### src/rtl/quad_pixel_packer.sv
// Byte-serial to four-lane pixel packer feeding the watermark embedding stage.
// A fill register assembles bytes; an output register holds each quad stable until it is taken.
module quad_pixel_packer #(
    parameter logic [7:0] PAD_VALUE = 8'h00,
    parameter int         QIDX_W    = 16
) (
    input  logic              clk,
    input  logic              rst,
    input  logic [7:0]        in_data,
    input  logic              in_valid,
    input  logic              in_last,
    output logic              in_ready,
    output logic [7:0]        Data1,
    output logic [7:0]        Data2,
    output logic [7:0]        Data3,
    output logic [7:0]        Data4,
    output logic              out_valid,
    input  logic              out_ready,
    output logic              out_last,
    output logic [2:0]        out_count,
    output logic [QIDX_W-1:0] quad_index
);

    // Handshakes: a byte moves when in_valid && in_ready; a quad moves when
    // out_valid && out_ready. in_ready never depends on out_ready.

    localparam logic [QIDX_W-1:0] QIDX_ONE = 1;

    logic [7:0] lane [4];
    logic [1:0] wr_idx;
    logic       fill_full;
    logic [2:0] fill_cnt;
    logic       fill_last;

    logic accept;
    logic transfer;
    logic pop;
    logic fill_done;

    always_comb begin
        in_ready  = !fill_full && !rst;
        accept    = in_valid && in_ready;
        transfer  = fill_full && (!out_valid || out_ready);
        pop       = out_valid && out_ready;
        fill_done = accept && ((wr_idx == 2'd3) || in_last);
    end

    // Fill side: accept and transfer are mutually exclusive because accept needs !fill_full.
    always_ff @(posedge clk) begin
        if (rst) begin
            wr_idx    <= 2'd0;
            fill_full <= 1'b0;
            fill_cnt  <= 3'd0;
            fill_last <= 1'b0;
            for (int i = 0; i < 4; i++) begin
                lane[i] <= 8'h00;
            end
        end else begin
            if (accept) begin
                lane[wr_idx] <= in_data;
                if (fill_done) begin
                    wr_idx    <= 2'd0;
                    fill_full <= 1'b1;
                    fill_cnt  <= {1'b0, wr_idx} + 3'd1;
                    fill_last <= in_last;
                end else begin
                    wr_idx <= wr_idx + 2'd1;
                end
            end
            if (transfer) begin
                fill_full <= 1'b0;
            end
        end
    end

    // Output side: lanes beyond the fill count carry stale bytes, so they are padded here.
    always_ff @(posedge clk) begin
        if (rst) begin
            out_valid  <= 1'b0;
            out_last   <= 1'b0;
            out_count  <= 3'd0;
            Data1      <= 8'h00;
            Data2      <= 8'h00;
            Data3      <= 8'h00;
            Data4      <= 8'h00;
            quad_index <= '0;
        end else begin
            if (transfer) begin
                out_valid <= 1'b1;
                out_last  <= fill_last;
                out_count <= fill_cnt;
                Data1     <= lane[0];
                Data2     <= (fill_cnt > 3'd1) ? lane[1] : PAD_VALUE;
                Data3     <= (fill_cnt > 3'd2) ? lane[2] : PAD_VALUE;
                Data4     <= (fill_cnt > 3'd3) ? lane[3] : PAD_VALUE;
            end else if (pop) begin
                out_valid <= 1'b0;
            end
            if (pop) begin
                quad_index <= out_last ? '0 : quad_index + QIDX_ONE;
            end
        end
    end

endmodule

### config.mk
export PLATFORM = sky130hd
export DESIGN_NAME = quad_pixel_packer
export DESIGN_NICKNAME = d
export VERILOG_FILES = /design/src/rtl/quad_pixel_packer.sv
export SDC_FILE = /design/constraint.sdc
export NUM_CORES = 1
export LEC_CHECK = 0
export CAP_MARGIN = 20
export CORE_MARGIN = 3
export CORE_UTILIZATION = 45
export DETAILED_ROUTE_END_ITERATION = 8
export GPL_TIMING_DRIVEN = 0
export PLACE_DENSITY_LB_ADDON = 0.2
export SLEW_MARGIN = 20
export SYNTH_ARGS = -nofsm -noshare
export SYNTH_HDL_FRONTEND = slang
export SYNTH_SLANG_ARGS = --single-unit
### constraint.sdc
create_clock -name clk -period 2.1 [get_ports clk]
set_clock_uncertainty 0.05 [all_clocks]
set_input_delay 0.42 -clock clk [delete_from_list [all_inputs] [get_ports clk]]
set_output_delay 0.42 -clock clk [all_outputs]
set_load 0.02 [all_outputs]
==> flow_summary.yaml, run 1 <==
sta:
  fmax_ghz: 0.492
  fin_crit_sh_pct: 96.8
  finalWorstSetupSlack_ns: 0.0671
  hold_slack_ns: 0.402
  setup_viol: 0
  max_slew_margin_pct: 68.5
  final.setup.tns_ns: 0
  worstMarginPinSlew_ns: 0.472
  period_minus_slack_ns: 2.03
  slew_violations: 0
  finalHoldViolCount: 0
  rsz0062_at_grt: "no"
synthesis:
  synthFlopType: "dfxtp_1"
  synth_seq_cells: 92
  syn_nets: 322
  synth_cell_type_count: 41
  synth_common_cells: "dfxtp_1 (60), edfxtp_1 (32), nand2_1 (27)"
  ys_seq_area_share_pct: 62.1
  async_reset_ff_share_pct: 0
  yosysTopAreaCell: "dfxtp_1"
  synthCells: 307
  synth.most_common_cell: "dfxtp_1"
  synth-edff-count: 32
  syn_avg_cell_area_um2: 11.3
  synth_area_um2: 3480
  ys_warn_count: 0
  netlist.area_leader.share_pct: 34.5
  yosys-top-cells-area: "dfxtp_1 (35%), edfxtp_1 (28%), a22o_1 (6.0%)"
final_layout:
  antenna_cells: 0
  layout.nets: 400
  fin_area_um2: 4520
  fin_cells: 489
  drive_gt1_share_pct: 11.5
  synthToLayoutAreaGrowth_pct: 29.9
placed_design:
  place_ws_ns: -0.629
  dpl_cell_area_um2: 4270
  gp_congestion: 0.846
  dpl.hpwl_um: 5180
  portBuffers: 66
  placed_cells: 472
floorplan:
  start_util_pct: 47.2
  dieArea_um2: 8830
  rows: 31
  core_area_um2: 7370
  ios: 67
  die_x_um: 94.0
  die_h_um: 94.0
worst_setup_path:
  critPathSlowestCell: "clkdlybuf4s50_1"
  end_kind: "flip-flop"
  crit_type: "in -> reg"
  cp.required_ns: 2.10
  cp_max_fo: 9
  critPathMaxStageDelay_ns: 0.48
  cp_cell_sequence: "clkdlybuf4s50_1 > or3b_1 > buf_2 > nor2_4 > and2_1 > or2_2"
  cp-start-kind: "input pin"
  cp.arrival_ns: 2.04
global_route:
  grt_pass1_wl_um: 12000
  grt_use_total_pct: 17.7
  antenna_found_initial: 0
  grt_pass1_vias: 2468
  grt_max_degree: 16
  grt-ovfl-total: 0
clock_network:
  path_clk_slew_ns: 0.09
  cts_max_level: 3
  cts-root-buf: "clkbuf_8"
  cts_sinks: 92
  clk-insertion-delay-late_ns: 0.36
  cts_tree: "yes"
  cts-buffers-inserted: 9
  max-clock-path-buffers: 2
hold_path:
  hold_class: "reg -> reg"
detailed_routing:
  wirelength_um: 7320
  via_count: 2497
  route.detailed.drc: 0
  drt_iter0_drc: 80
  dr.pass1.iters: 4
  antenna_left: 0
  routedWlPerCell_um: 15.0
  viasPerCell: 5.11
outcome:
  status: "finished clean"
power:
  p_leak_nw: 1.65
  irDropWorstVdd_mv: 0.498
  powerDensity_nw_per_um2: 749
flow_run:
  maxCapViolCount: 0
-- metal layers --
layer | part of all wire, % | global-route usage, % | wire length [um]
met1 | 44 | 22.1 | 3250
met2 | 49 | 29.5 | 3590
met3 | 5.0 | 4.73 | 369
met4 | 1.4 | 6.74 | 102
met5 | 0 | 0 | 0
-- cells by family after synthesis --
family	Yosys count	synth area share [%]
compound gates	54	10.9
xor+xnor	12	3.02
fa+ha+maj	2	0.719
buf+inv	19	2.30
flops	92	62.1
mux	1	0.288
simple gates	127	20.7
-- report_power, final --
group	total, W	leakage, nW	switching [W]	internal, W
sequential	0.00190	0.816	0.0000184	0.00188
combinational	0.000182	0.717	0.000114	0.0000677
clock	0.00130	0.118	0.000605	0.000698
-- through the flow --
stage               total power (W)  utilization (%)
global placement            0.00212             57.9
detailed placement          0.00212             57.9
floorplan                   0.00204                -
global route                0.00351             61.4
finish                      0.00339             61.4
CTS                         0.00342             61.2
-- critical path: cells and delay by family --
family	cells	cell delay (ns)
AND/OR/NAND/NOR	4	0.95
buffers and inverters	2	0.67
-- placed cells by master, fill, tap and decap left out, types with 5 or more instances in the layout --
master           count
clkdlybuf4s50_1     65
dfxtp_1             60
edfxtp_1            32
nand2_1             27
and2_1              26
a22o_1              24
a21oi_1             21
nor2_1              18
nand3_1             17
clkbuf_8             9
xnor2_1              8
and3_1               7
buf_2                6
clkbuf_1             5
inv_1                5
-- state kept, by name, summed over array words and instances (netlist names) --
signal,count
out_count,3
wr_idx,2
out_valid,1
out_last,1
quad_index,16
lane,32
fill_last,1
Data1,8
Data2,8
Data4,8
fill_cnt,3
fill_full,1
Data3,8
-- path summary, 6_finish.rpt --
kind	from	endpoint	slack (ns)	cells past startpoint
worst max register to register	fill_full$_SDFFE_PP0P_	lane[2][1]$_SDFFCE_PN0P_	0.14	6
worst min-delay path	lane[1][2]$_SDFFCE_PN0P_	Data2[2]$_SDFFE_PP0P_	0.40	1
worst max-delay path	rst	lane[2][1]$_SDFFCE_PN0P_	0.07	6
worst min register to register	lane[1][2]$_SDFFCE_PN0P_	Data2[2]$_SDFFE_PP0P_	0.40	1
-- repair_timing --
item | 4_1_cts | 5_1_grt
setup endpoints to repair | 1 | 25
hold buffers | 0 | 0
pin swaps | 0 | 0
buffers inserted | 1 | 0
resized for setup | 7 | 6
-- area by class of cell --
cell class	count	area [um2]
clock inverters	4	48.8
well taps	99	124
multi-input cells	196	1250
plain buffers	14	72.6
inverters	5	18.8
flip-flops and latches	92	2160
repair buffers	67	663
clock buffers	12	178
fillers	594	2850
Power figures use the tool's default switching activity.
==> run 2, diff against run 1 <==
- GPL_ROUTABILITY_DRIVEN: not set -> 0
- SLEW_MARGIN: 20 -> not set
==> results of run 2 <==
The final DEF is identical to that of run 1; final timing and power are the same.
==> run 3, diff against run 2 <==
- CORE_ASPECT_RATIO: not set -> 0.6
==> run 3 against run 2 <==
  * Clock power increased by 35%
  * Largest power group unchanged
  * Critical endpoint is now in_ready
  * Wire length increased by 2.2%
  * Register-to-register slack about the same
  * Via count increased by 1.8%
==> flow_summary.yaml, run 3 (synthesized netlist as in run 1, its figures left out) <==
outcome:
  status: "finished clean"
sta:
  worstMarginPinSlew_ns: 0.495
  hold_slack_ns: 0.407
  finalHoldViolCount: 0
  rsz0062_at_grt: "yes"
  final.setup.tns_ns: 0
  max_slew_margin_pct: 67.0
  setup_viol: 0
  slew_violations: 0
  fmax_ghz: 0.491
  fin_crit_sh_pct: 97.0
  period_minus_slack_ns: 2.04
global_route:
  antenna_found_initial: 0
  grt_pass1_wl_um: 12100
  grt_pass1_vias: 2336
  grt-ovfl-total: 0
  grt_use_total_pct: 17.7
  grt_max_degree: 16
power:
  p_sw_share_pct: 20.2
  clkPwrFrac_pct: 45.7
  irDropWorstVdd_mv: 0.467
  power.internal_w: 0.00307
  powerDensity_nw_per_um2: 828
  p_leak_nw: 1.70
  p_sw_w: 0.000778
  combPwrFrac_pct: 4.9
  p_seq_share_pct: 49.4
  total_power_w: 0.00385
worst_setup_path:
  end_kind: "output pin"
  cp-start-kind: "input pin"
  cp_max_fo: 10
  crit_type: "in -> out"
  cp.arrival_ns: 1.57
  cp.required_ns: 1.63
clock_network:
  post-cts-setup-buffer-count: 0
  hold_buffers: 0
  cts-buffers-inserted: 9
  cts_max_level: 3
  cts-root-buf: "clkbuf_16"
  path_clk_slew_ns: 0.06
  cts_sinks: 92
  max-clock-path-buffers: 2
  clk-insertion-delay-late_ns: 0.33
  cts_tree: "yes"
final_layout:
  antenna_cells: 0
  final_common_cell: "clkdlybuf4s50_1"
  reg_top3: "lane: 32 flops, quad_index: 16 flops"
  drive_gt1_share_pct: 11.8
  final_cell_mix: "clkdlybuf4s50_1 (65), dfxtp_1 (60), edfxtp_1 (32)"
  largest_register_ffs: 32
  layout.nets: 399
  final_util_pct: 63.0
  largest_register: "lane"
  synthToLayoutAreaGrowth_pct: 33.6
detailed_routing:
  routedWlPerCell_um: 15.2
  dr.pass1.iters: 5
  antenna_left: 0
  route.detailed.drc: 0
  via_count: 2541
  wirelength_um: 7480
  drt_iter0_drc: 196
  viasPerCell: 5.15
floorplan:
  dieArea_um2: 8860
  ios: 67
  core_area_um2: 7390
  die_x_um: 120
  start_util_pct: 47.1
  die_h_um: 74.1
  rows: 24
flow_run:
  maxCapViolCount: 0
placed_design:
  portBuffers: 66
  dpl.hpwl_um: 5620
hold_path:
  hold_class: "reg -> reg"
==> run 3: path summary, 6_finish.rpt <==
kind	slack [ns]	cells past startpoint	end	start
min	0.41	2	Data1[3]$_SDFFE_PP0P_	Data1[3]$_SDFFE_PP0P_
max	0.06	5	in_ready	rst
min reg2reg	0.41	2	Data1[3]$_SDFFE_PP0P_	Data1[3]$_SDFFE_PP0P_
max reg2reg	0.14	6	lane[2][1]$_SDFFCE_PN0P_	fill_full$_SDFFE_PP0P_
==> run 3: what timing repair did <==
action                     4_1_cts  5_1_grt
setup endpoints to repair        9       52
resized for setup               10        8
hold endpoints to repair         0        0
cloned                           0        0
==> run 3: final cells by class <==
cell class / count / area [um2]
Fill cell: 613 / 2740
Sequential cell: 92 / 2160
Multi-Input combinational cell: 196 / 1270
Timing Repair Buffer: 66 / 656
Clock buffer: 11 / 254
Tap cell: 104 / 130
Clock inverter: 5 / 81.3
Buffer: 14 / 78.8
Inverter: 5 / 18.8
==> run 3: worst max-delay path: stages <==
cell and delay [ns]:
clkdlybuf4s50_1 0.53, buf_6 0.20, clkbuf_8 0.19, nor2_1 0.05, buf_2 0.17
==> run 3: stage by stage <==
stage,setup slack (ns),std cells,instance area (um2)
final,0.0635,493,4650
after global routing,-0.00343,493,4650
after CTS,0.0206,493,4620
after detailed placement,-0.655,477,4270
after global placement,-0.639,477,4270
after floorplan,0.298,307,3480
==> run 3: layer usage <==
metal  track usage [%]  part of all wire, %
met2              25.1                   42
met5                 0                    0
met4              5.08                  1.1
met1              26.1                   50
met3              5.40                  7.0
==> run 3: power by group through the flow <==
stage / Combinational [W] / Clock, W / Sequential [W]
after floorplan: 0.0000908 / 0 / 0.00195
after global placement: 0.000176 / 0 / 0.00194
after detailed placement: 0.000180 / 0 / 0.00194
after CTS: 0.000183 / 0.00179 / 0.00190
after global routing: 0.000207 / 0.00185 / 0.00191
final: 0.000187 / 0.00176 / 0.00190
